`src/rtl/exhaustive_pattern_capture_pkg.sv`:
```
// Shared types and MISR step for the exhaustive pattern capture slice.
// Used by the RTL and by the bench reference model.
package trojan_capture_pkg;

  typedef enum logic [1:0] {
    IDLE = 2'd0,
    RUN  = 2'd1,
    DONE = 2'd2
  } state_t;

  localparam int          SIG_W_DEF     = 16;
  localparam logic [15:0] MISR_POLY_DEF = 16'h1021;

  function automatic logic [15:0] misr_next(
    input logic [15:0] sig,
    input logic        b,
    input logic [15:0] poly
  );
    return {sig[14:0], 1'b0}
         ^ (sig[15] ? poly : 16'h0000)
         ^ {15'h0000, b};
  endfunction

endpackage

```
`src/rtl/exhaustive_pattern_capture_if.sv`:
```
// Stimulus, response and result handshake bundle between the capture
// stage (master) and the DUT model / result consumer (slave).
interface exhaustive_pattern_capture_if #(
  parameter int N_IN  = 4,
  parameter int SIG_W = 16
);
  logic                 start;
  logic [0:N_IN-1]      pattern;
  logic                 pattern_valid;
  logic                 dut_out;
  logic                 busy;
  logic                 res_valid;
  logic                 res_ready;
  logic [2**N_IN-1:0]   rsp_bitmap;
  logic [SIG_W-1:0]     signature;

  modport master (
    input  start,
    input  dut_out,
    input  res_ready,
    output pattern,
    output pattern_valid,
    output busy,
    output res_valid,
    output rsp_bitmap,
    output signature
  );

  modport slave (
    output start,
    output dut_out,
    output res_ready,
    input  pattern,
    input  pattern_valid,
    input  busy,
    input  res_valid,
    input  rsp_bitmap,
    input  signature
  );
endinterface

```
`src/rtl/exhaustive_pattern_capture_misr.sv`:
```
// Serial-input MISR: shift left, fold the polynomial on the
// outgoing MSB, and xor the response bit into the LSB.
module misr_compactor #(
  parameter int               SIG_W = 16,
  parameter logic [SIG_W-1:0] POLY  = 16'h1021
) (
  input  logic             CK,
  input  logic             clear,
  input  logic             enable,
  input  logic             data,
  output logic [SIG_W-1:0] signature
);

  always_ff @(posedge CK) begin
    if (clear) begin
      signature <= '0;
    end else if (enable) begin
      signature <= {signature[SIG_W-2:0], 1'b0}
                 ^ (signature[SIG_W-1] ? POLY : '0)
                 ^ {{(SIG_W-1){1'b0}}, data};
    end
  end

endmodule

```
`src/rtl/exhaustive_pattern_capture.sv`:
```
// Sweeps every N_IN-bit input pattern in ascending order, samples the
// DUT response after a settle window, and returns bitmap + signature.
module exhaustive_pattern_capture
  import trojan_capture_pkg::*;
#(
  parameter int               N_IN      = 4,
  parameter int               SETTLE    = 1,
  parameter int               SIG_W     = SIG_W_DEF,
  parameter logic [SIG_W-1:0] MISR_POLY = MISR_POLY_DEF
) (
  input  logic                        CK,
  input  logic                        reset,
  exhaustive_pattern_capture_if.master bus
);

  localparam int              NPAT     = 2**N_IN;
  localparam logic [N_IN-1:0] LAST     = '1;
  localparam logic [7:0]      SETTLE_C = 8'(SETTLE);

  state_t          state;
  logic [N_IN-1:0] pat;
  logic [7:0]      cnt;
  logic [NPAT-1:0] bitmap;
  logic [SIG_W-1:0] sig;
  logic            accept;
  logic            sample;

  assign accept = (state == IDLE) && bus.start;
  assign sample = (state == RUN) && (cnt == SETTLE_C);

  always_ff @(posedge CK) begin
    if (reset) begin
      state  <= IDLE;
      pat    <= '0;
      cnt    <= '0;
      bitmap <= '0;
    end else begin
      unique case (state)
        IDLE: begin
          if (bus.start) begin
            state  <= RUN;
            pat    <= '0;
            cnt    <= '0;
            bitmap <= '0;
          end
        end
        RUN: begin
          if (sample) begin
            bitmap[pat] <= bus.dut_out;
            cnt         <= '0;
            if (pat == LAST) state <= DONE;
            else             pat   <= pat + 1'b1;
          end else begin
            cnt <= cnt + 1'b1;
          end
        end
        DONE: begin
          if (bus.res_ready) state <= IDLE;
        end
        default: state <= IDLE;
      endcase
    end
  end

  misr_compactor #(
    .SIG_W (SIG_W),
    .POLY  (MISR_POLY)
  ) u_misr (
    .CK        (CK),
    .clear     (reset | accept),
    .enable    (sample),
    .data      (bus.dut_out),
    .signature (sig)
  );

  assign bus.pattern       = pat;
  assign bus.pattern_valid = (state == RUN);
  assign bus.busy          = (state != IDLE);
  assign bus.res_valid     = (state == DONE);
  assign bus.rsp_bitmap    = bitmap;
  assign bus.signature     = sig;

endmodule

```
`src/flat_wrapper.sv`:
```
// flat-port wrapper written by rule: the top's interface ports become plain ports
module exhaustive_pattern_capture_flat import trojan_capture_pkg::*;
#(
  parameter int               N_IN      = 4,
  parameter int               SETTLE    = 1,
  parameter int               SIG_W     = SIG_W_DEF,
  parameter logic [SIG_W-1:0] MISR_POLY = MISR_POLY_DEF
)
  (CK, reset, bus_start, bus_dut_out, bus_res_ready, bus_pattern, bus_pattern_valid, bus_busy, bus_res_valid, bus_rsp_bitmap, bus_signature);
  exhaustive_pattern_capture_if #(.N_IN(N_IN), .SIG_W(SIG_W)) bus_i ();
  input  logic CK;
  input  logic reset;
  input wire logic [$bits(bus_i.start)-1:0] bus_start;
  input wire logic [$bits(bus_i.dut_out)-1:0] bus_dut_out;
  input wire logic [$bits(bus_i.res_ready)-1:0] bus_res_ready;
  output wire logic [$bits(bus_i.pattern)-1:0] bus_pattern;
  output wire logic [$bits(bus_i.pattern_valid)-1:0] bus_pattern_valid;
  output wire logic [$bits(bus_i.busy)-1:0] bus_busy;
  output wire logic [$bits(bus_i.res_valid)-1:0] bus_res_valid;
  output wire logic [$bits(bus_i.rsp_bitmap)-1:0] bus_rsp_bitmap;
  output wire logic [$bits(bus_i.signature)-1:0] bus_signature;
  assign bus_i.start = bus_start;
  assign bus_i.dut_out = bus_dut_out;
  assign bus_i.res_ready = bus_res_ready;
  assign bus_pattern = bus_i.pattern;
  assign bus_pattern_valid = bus_i.pattern_valid;
  assign bus_busy = bus_i.busy;
  assign bus_res_valid = bus_i.res_valid;
  assign bus_rsp_bitmap = bus_i.rsp_bitmap;
  assign bus_signature = bus_i.signature;
  exhaustive_pattern_capture #(.N_IN(N_IN), .SETTLE(SETTLE), .SIG_W(SIG_W), .MISR_POLY(MISR_POLY)) u_core (.CK(CK), .reset(reset), .bus(bus_i));
endmodule
```
`config.mk`:
```
export PLATFORM = sky130hd
export DESIGN_NAME = exhaustive_pattern_capture_flat
export DESIGN_NICKNAME = d
export VERILOG_FILES = /design/src/rtl/exhaustive_pattern_capture_pkg.sv /design/src/rtl/exhaustive_pattern_capture_if.sv /design/src/rtl/exhaustive_pattern_capture_misr.sv /design/src/rtl/exhaustive_pattern_capture.sv /design/src/flat_wrapper.sv
export SDC_FILE = /design/constraint.sdc
export NUM_CORES = 1
export LEC_CHECK = 0
export BUFFER_PORTS_ARGS = -buffer_cell sky130_fd_sc_hd__buf_2
export CORE_ASPECT_RATIO = 0.75
export CORE_MARGIN = 8
export CORE_UTILIZATION = 56
export CTS_BUF_LIST = sky130_fd_sc_hd__clkbuf_4 sky130_fd_sc_hd__clkbuf_8
export DETAILED_ROUTE_END_ITERATION = 10
export GPL_TIMING_DRIVEN = 1
export PLACE_DENSITY = 0.87
export REMOVE_ABC_BUFFERS = 1
export SLEW_MARGIN = 20
export SYNTH_ARGS = -nofsm -noshare
export SYNTH_HDL_FRONTEND = slang
export SYNTH_SLANG_ARGS = --single-unit
```
`constraint.sdc`:
```
create_clock -name CK -period 2.9 [get_ports CK]
set_clock_uncertainty 0.2 [all_clocks]
set_input_delay 0.145 -clock CK [delete_from_list [all_inputs] [get_ports CK]]
set_output_delay 0.145 -clock CK [all_outputs]
set_load 0.02 [all_outputs]
```
After elaboration in Yosys (flattened, before gate mapping)
Index checks and enable logic that the tools add are counted.

Multiplexer cells: 19. $add $sub $neg: 2. Equality and inequality tests: 9. Bitwise gates (word level): 3. $lt $le $gt $ge: 2. Reductions and logical operators: 10.

Operators with widths (count): 16-bit two-way mux (2); 16-bit case mux with 2 select lines (1); 16-bit bitwise mux (1); 8-bit two-way mux (2); 8-bit case mux with 2 select lines (1); 16-bit by 1-bit bitwise XOR with 16-bit output (1); 16-bit bitwise XOR (1); 13-bit two-way mux (1); 4-bit two-way mux (3); 8-bit by 1-bit adder with 8-bit output (second input constant) (1); 8-bit by 1-bit equality test with 1-bit output (second input constant) (1); 2-bit two-way mux (4); 4-bit case mux with 2 select lines (1); 4-bit AND reduction (2); 2-bit != test (second input constant) (3); 2-bit case mux with 3 select lines (1); 4-bit by 5-bit less-than comparator with 1-bit output (second input constant) (1); 4-bit by 1-bit adder with 4-bit output (second input constant) (1); 1-bit demux with 4-bit select (1); 4-bit equality test (second input constant) (1); 4-bit by 1-bit >= comparator with 1-bit output (second input constant) (1); 2-bit by 1-bit != test with 1-bit output (second input constant) (2); 2-bit nonzero test (2); 1-bit logical AND (3); other kinds (7) (7).

Bits of input ports: 5. Register bits: 46. Word-level logic and storage cells: 50.

Longest topological paths before layout
Gate-level depths: netlist (run 1).

Depth after elaboration: 7. Gate-level depth with buffers: 7. Mapped depth without buffers: 6.

Modules after synthesis
From an unflattened synthesis (run 1), not the netlist that was laid out.

Cell total of the unflattened synthesis: 248. Area, all modules: 2172.1 um^2.

Modules (own cells, without submodules): exhaustive_pattern_capture (cells each 193, area each 1556.5 um^2, sequential area each 600.6 um^2, instances 1); misr_compactor (cells each 55, area each 615.6 um^2, sequential area each 320.3 um^2, instances 1).

Least setup slack after synthesis (run 1)
Ideal clock, no wire load.

Kind: reg-to-reg. Start: register u_core.cnt[0]. End: register u_core.pat[3], in the netlist u_core.bus.pattern[0]. Required time: 2.607 ns. Buffers on the path: 0. Cell stages (with the launch flop): 6. Path slack: 0.905 ns. Arrival: 1.702 ns. Clock period less this slack: 1.995 ns. Cells stage by stage: dfxtp_1 -> ha_1 -> or4b_4 -> nor3_4 -> mux2_2 -> o32ai_1.

Cells in the longest elaborated chain, start to end: 4.

Ends and longest elaborated chain: start: declaration (line exhaustive_pattern_capture.sv:22) `logic [7:0] cnt;`; start signal: assignment (line exhaustive_pattern_capture.sv:54) `cnt <= cnt + 1'b1;`; 8-bit by 1-bit equality test with 1-bit output (line exhaustive_pattern_capture.sv:29) `assign sample = (state == RUN) && (cnt == SETTLE_C);`; 1-bit logical AND (line exhaustive_pattern_capture.sv:29); 2-bit by 1-bit != test with 1-bit output (no source line); 4-bit AND reduction (no source line); end signal: assignment (line exhaustive_pattern_capture.sv:52) `else pat <= pat + 1'b1;`; end: declaration (line exhaustive_pattern_capture.sv:21) `logic [N_IN-1:0] pat;`.

Every way passes these cells. A chain may end at the register's enable or synchronous reset.

Worst setup path after layout (run 1)
Start: register u_core.cnt[0]. End: register u_core.state[1].

Cells in the longest elaborated chain, start to end: 4.

Ends and longest elaborated chain: 8-bit by 1-bit equality test with 1-bit output (line exhaustive_pattern_capture.sv:29); 1-bit logical AND (line exhaustive_pattern_capture.sv:29); 2-bit by 1-bit != test with 1-bit output (no source line); 4-bit AND reduction (no source line); end signal: assignment (line exhaustive_pattern_capture.sv:33) `state <= IDLE;`; end signal: assignment (line exhaustive_pattern_capture.sv:41) `state <= RUN;`; end signal: assignment (line exhaustive_pattern_capture.sv:51) `if (pat == LAST) state <= DONE;`; end: declaration (line exhaustive_pattern_capture.sv:20) `state_t state;`.

Every way passes these cells.

==> results of run 1 <==
[power by group through the flow]
stage / Clock (W) / Sequential (W) / Combinational [W]
after global routing: 0.000522 / 0.000644 / 0.000101
after detailed placement: 0 / 0.000657 / 0.0000858
after global placement: 0 / 0.000657 / 0.0000838
after floorplan: 0 / 0.000657 / 0.0000574
final: 0.000478 / 0.000642 / 0.0000923
after CTS: 0.000490 / 0.000642 / 0.0000909
[area by class of cell]
cell class / count / share of cell area [%]
Inverter: 6 / 0.905
Multi-Input combinational cell: 173 / 43.4
Sequential cell: 46 / 37.0
Clock buffer: 5 / 2.76
Timing Repair Buffer: 51 / 11.6
Clock inverter: 3 / 1.76
Tap cell: 52 / 2.61
[synth_stat cells (2+ instances only)]
library cell	count	share of area (%)
and3_1	4	1.2
a31oi_1	4	1.2
nand2_1	47	8.5
dfxtp_1	46	44
nand2b_1	5	1.5
mux2_2	2	1.1
clkbuf_1	9	1.6
a211oi_2	3	1.8
mux2i_1	15	7.2
o211ai_1	2	0.72
or3_1	3	0.90
inv_1	6	1.1
xnor2_1	4	1.7
nor3b_1	3	1.1
nor2_1	9	1.6
ha_1	6	3.6
nor3_1	5	1.2
a21oi_1	20	4.8
nand3_1	21	5.0
buf_4	2	0.72
a32o_1	2	0.96
[registers in the layout, indices dropped and copies added (netlist names)]
| name | cells |
|---|---|
| u_core.bus.rsp_bitmap | 16 |
| u_core.u_misr.signature | 16 |
| u_core.cnt | 8 |
| u_core.bus.pattern | 4 |
| u_core.state | 2 |
[critical path, stage by stage (launching register included)]
cell and delay [ps]:
dfxtp_1 400, ha_1 190, nor4b_1 560, nand3_2 380
a2bb2oi_1 220, nor2_1 90, dlygate4sd3_1 550
[stage by stage]
stage	power, W	util, %	hold WS (ps)	instance area [um2]	cells
2_1_floorplan	0.000715	-	14.1	2020	225
5_1_grt	0.00127	68.9	289	2490	336
3_3_place_gp	0.000740	64.3	236	2320	323
3_5_place_dp	0.000743	64.3	246	2320	323
4_1_cts	0.00122	68.8	268	2480	336
6_report	0.00121	68.9	260	2490	336
[worst min-delay path by stage]
stage	startpoint	end	cells after the start
global placement	bus_dut_out	u_core.bus.rsp_bitmap[15]	3
finish	u_core.bus.rsp_bitmap[14]	u_core.bus.rsp_bitmap[14]	2
CTS	u_core.bus.rsp_bitmap[14]	u_core.bus.rsp_bitmap[14]	2
detailed placement	bus_dut_out	u_core.bus.rsp_bitmap[15]	3
floorplan	reset	u_core.cnt[0]	1
global route	u_core.bus.rsp_bitmap[0]	u_core.bus.rsp_bitmap[0]	2
[cell families after synthesis]
kind of cell    synth area share (%)
simple gates                    25.1
flops                           44.2
compound gates                  12.5
buf+inv                         4.20
mux                             8.28
fa+ha+maj                       3.60
xor+xnor                        2.10
[routing by layer]
metal  track usage [%]  vias up
met3              7.22        7
li1                  -      919
met4              5.77        0
met5                 0        -
met2              27.6       55
met1              20.6      841
[repair_timing]
| item | 4_1_cts | 5_1_grt |
|---|---|---|
| endpoints found under the hold margin | 6 | 0 |
| endpoints found under the setup margin | 0 | 1 |
| gates resized for setup | 0 | 1 |
| hold buffers | 5 | 0 |
==> flow_metrics.py, run 1 <==
metrics = {
    "status": {
        "status": "finished, final reports clean",
    },
    "clock_tree": {
        "ctsRootBufferMaster": "clkbuf_8",
        "cts_max_path_buffers": 2,
        "cts_setup_buffers": 0,
        "h-tree-depth": 2,
        "tritoncts": "done",
        "cts.sinks": 46,
        "cts_made_buffers": 5,
        "clk_pin_slew_ps": 90,
        "worstSkewPairLatency_ps": 300,
    },
    "synthesis": {
        "synthFlopType": "dfxtp_1",
        "synth_warnings": 0,
        "seq_area_frac_synth_pct": 44.2,
        "async_reset_ff_share_pct": 0,
        "ys_ff_latch": 46,
        "synth_edf_count": 0,
        "synthesis.area_um2": 2080,
        "syn_inst": 238,
        "yosysUniqueCellTypes": 41,
        "synth_area_per_cell_um2": 8.76,
    },
    "floorplanning": {
        "row_count": 19,
        "start_util_pct": 57.7,
        "dieArea_um2": 5950,
        "fp.dieW_um": 86.5,
        "io_pins": 44,
        "die_h_um": 68.8,
        "core_um2": 3610,
    },
    "global_routing": {
        "antenna_found_initial": 0,
        "grt_pass1_wl_um": 8060,
        "grt_pass1_vias": 1719,
        "gr-usage-all-layers_pct": 17.2,
        "overflow": 0,
        "grt_max_degree": 18,
    },
    "timing": {
        "layout_min_cycle_time_ps": 2640,
        "final-hold-violation-count": 0,
        "finalSetupTns_ps": 0,
        "fmax_mhz": 379,
        "finalMaxSlewViolations": 0,
        "min_period_over_period_pct": 91.1,
        "setup_ws_ps": 259,
        "setup-violations-final": 0,
        "grt_setup_unrepaired": "no",
        "tightest_slew_ps": 695,
        "slew_headroom_pct": 53.5,
    },
    "place": {
        "port_buffers": 43,
        "hpwl_um": 3330,
        "dp_slack_ps": 505,
        "gp_congestion": 0.825,
    },
    "final_layout": {
        "synthToLayoutAreaGrowth_pct": 19.4,
        "mostFrequentLayoutCell": "nand2_1",
        "n_antenna_cell": 0,
        "final_cell_mix": "47 x nand2_1, 46 x dfxtp_1, 43 x buf_2",
        "final_nets": 294,
        "drive_gt1_share_pct": 22.5,
        "ff_latch_area_um2": 921,
        "fillCellCount": 300,
        "multi_input_area_um2": 1080,
    },
    "setup_path": {
        "critPathMaxFanout": 12,
        "crit_path_start": "u_core.cnt[0]",
        "cp.arrival_ps": 2690,
        "r2r-end": "u_core.state[1]",
        "crit-reg2reg-launch": "u_core.cnt[0]",
        "worstSetupEndpoint": "u_core.state[1]",
        "worstRegToRegCells": 6,
        "endpoint_kind": "flop",
        "crit_type": "flop to flop",
        "start_kind": "flop",
        "crit_required_ps": 2950,
        "r2r_setup_slack_ps": 260,
    },
    "pwr": {
        "internal_power_w": 0.000924,
        "vdd_drop_max_mv": 0.420,
        "p_per_area_nw_per_um2": 487,
        "seq_power_share_pct": 53.0,
        "comb_power_share_pct": 7.6,
        "switching_share_pct": 23.8,
        "p_switching_w": 0.000289,
        "pwr-share-clk_pct": 39.4,
        "p_leak_nw": 1.11,
    },
    "drt": {
        "num_vias": 1822,
        "drtIter0Drc": 132,
        "routed_wl_um": 4750,
        "drc": 0,
        "dr.pass1.iters": 4,
        "top_layer": "met4",
        "wl_met3_um": 334,
        "wire_per_inst_um": 14.1,
        "wl_met1_um": 2060,
        "ant_nets": 0,
        "via_per_inst": 5.42,
        "wl_met2_um": 2300,
    },
    "hold_path": {
        "hp-class": "flop to flop",
    },
    "run": {
        "cap_violations": 0,
    },
}
Note: power is estimated with default switching activity, not from simulation.
==> run 2: changes to the inputs <==
- MAX_ROUTING_LAYER: default -> met4
==> flow_metrics.py, run 2 (synthesis results as in run 1) <==
metrics = {
    "setup_path": {
        "worstRegToRegCells": 6,
        "critPathMaxFanout": 12,
        "cpPeakStageDelay_ps": 570,
        "worstPathCellList": "ha_1, nor4b_1, nand3_2, a2bb2oi_1, nor2_1, dlygate4sd3_1",
        "crit_family": "simple AND/OR/NAND/NOR gates",
        "crit_required_ps": 2950,
        "start_kind": "flop",
        "cp.arrival_ps": 2720,
        "crit_type": "flop to flop",
        "endpoint_kind": "flop",
        "slowest_stage": "nor4b_1",
        "crit_cells": 6,
        "crit_buf_inv": 1,
    },
    "pwr": {
        "p_switching_w": 0.000288,
        "p_per_area_nw_per_um2": 487,
        "p_leak_nw": 1.11,
        "seq_power_share_pct": 53.0,
        "internal_power_w": 0.000924,
        "switching_share_pct": 23.8,
        "comb_power_share_pct": 7.6,
        "vdd_drop_max_mv": 0.419,
        "design_power_total_w": 0.00121,
        "pwr-share-clk_pct": 39.4,
    },
    "drt": {
        "wl_met2_um": 2330,
        "drc": 0,
        "top_layer": "met4",
        "ant_nets": 0,
        "wl_met1_um": 2120,
        "routed_wl_um": 4770,
        "wl_met3_um": 272,
        "wire_per_inst_um": 14.2,
        "via_per_inst": 5.42,
        "num_vias": 1822,
        "drtIter0Drc": 157,
        "dr.pass1.iters": 4,
    },
    "floorplanning": {
        "dieArea_um2": 5950,
        "fp.dieW_um": 86.5,
        "io_pins": 44,
        "row_count": 19,
        "die_h_um": 68.8,
        "start_util_pct": 57.7,
        "core_um2": 3610,
    },
    "final_layout": {
        "synthToLayoutAreaGrowth_pct": 19.4,
        "n_antenna_cell": 0,
        "final_cell_mix": "47 x nand2_1, 46 x dfxtp_1, 43 x buf_2",
        "final_nets": 294,
        "fillCellCount": 300,
        "mostFrequentLayoutCell": "nand2_1",
        "drive_gt1_share_pct": 22.5,
    },
    "clock_tree": {
        "ctsRootBufferMaster": "clkbuf_8",
        "worstSkewPairLatency_ps": 300,
        "tritoncts": "done",
        "cts.sinks": 46,
        "cts_made_buffers": 5,
        "cts_setup_buffers": 0,
        "clk_pin_slew_ps": 90,
        "h-tree-depth": 2,
        "cts_max_path_buffers": 2,
    },
    "timing": {
        "fmax_mhz": 374,
        "finalSetupTns_ps": 0,
        "setup-violations-final": 0,
        "min_period_over_period_pct": 92.2,
        "finalMaxSlewViolations": 0,
        "tightest_slew_ps": 686,
        "layout_min_cycle_time_ps": 2670,
        "slew_headroom_pct": 53.6,
        "grt_setup_unrepaired": "no",
        "final-hold-violation-count": 0,
        "setup_ws_ps": 227,
    },
    "global_routing": {
        "antenna_found_initial": 0,
        "grt_pass1_vias": 1717,
        "grt_pass1_wl_um": 8040,
        "grt_max_degree": 18,
        "gr-usage-all-layers_pct": 17.7,
        "overflow": 0,
    },
    "place": {
        "port_buffers": 43,
        "dp_slack_ps": 505,
        "hpwl_um": 3330,
        "gp_congestion": 0.837,
    },
    "hold_path": {
        "hold_path_depth": 2,
        "hp-class": "flop to flop",
    },
    "status": {
        "status": "finished, final reports clean",
    },
    "run": {
        "cap_violations": 0,
    },
}
run 2: layout make-up:
class,instances,area (um2),share of cell area (%)
clock inverter,3,43.8,1.76
tap,52,65.1,2.61
sequential,46,921,37.0
inverter,6,22.5,0.905
clock buffer,5,68.8,2.76
multi-input combinational,173,1080,43.4
timing repair buffer,51,288,11.6
run 2: power by group through the flow:
stage	registers, W	logic [W]	clock network (W)
after floorplan	0.000657	0.0000574	0
after global placement	0.000657	0.0000838	0
after detailed placement	0.000657	0.0000858	0
after CTS	0.000642	0.0000909	0.000490
after global routing	0.000644	0.000101	0.000523
final	0.000642	0.0000922	0.000478
run 2: repair_timing:
item	CTS	global route
gates resized for setup	0	1
endpoints found under the hold margin	6	0
setup endpoints to repair	0	1
hold buffers	5	0
run 2: final timing paths:
path	from	end	slack [ps]
max	u_core.cnt[0]	u_core.state[1]	230
min	u_core.bus.rsp_bitmap[14]	u_core.bus.rsp_bitmap[14]	260
max reg2reg	u_core.cnt[0]	u_core.state[1]	230
min reg2reg	u_core.bus.rsp_bitmap[14]	u_core.bus.rsp_bitmap[14]	260
run 2: worst register-to-register path, stage by stage, from the launching register on:
cell           delay, ps
dfxtp_1              400
ha_1                 190
nor4b_1              580
nand3_2              390
a2bb2oi_1            230
nor2_1                90
dlygate4sd3_1        550
run 2: stage by stage:
stage          instances  hold slack (ps)  util [%]  instance area (um2)
2_1_floorplan        225             14.1         -                 2020
3_3_place_gp         323              236      64.3                 2320
3_5_place_dp         323              246      64.3                 2320
4_1_cts              336              268      68.8                 2480
5_1_grt              336              289      68.9                 2490
6_report             336              260      68.9                 2490
run 2: layer usage:
metal	global-route usage (%)	vias to the layer above
li1	-	921
met3	6.75	5
met2	27.6	55
met5	-	-
met1	20.8	841
met4	5.77	0
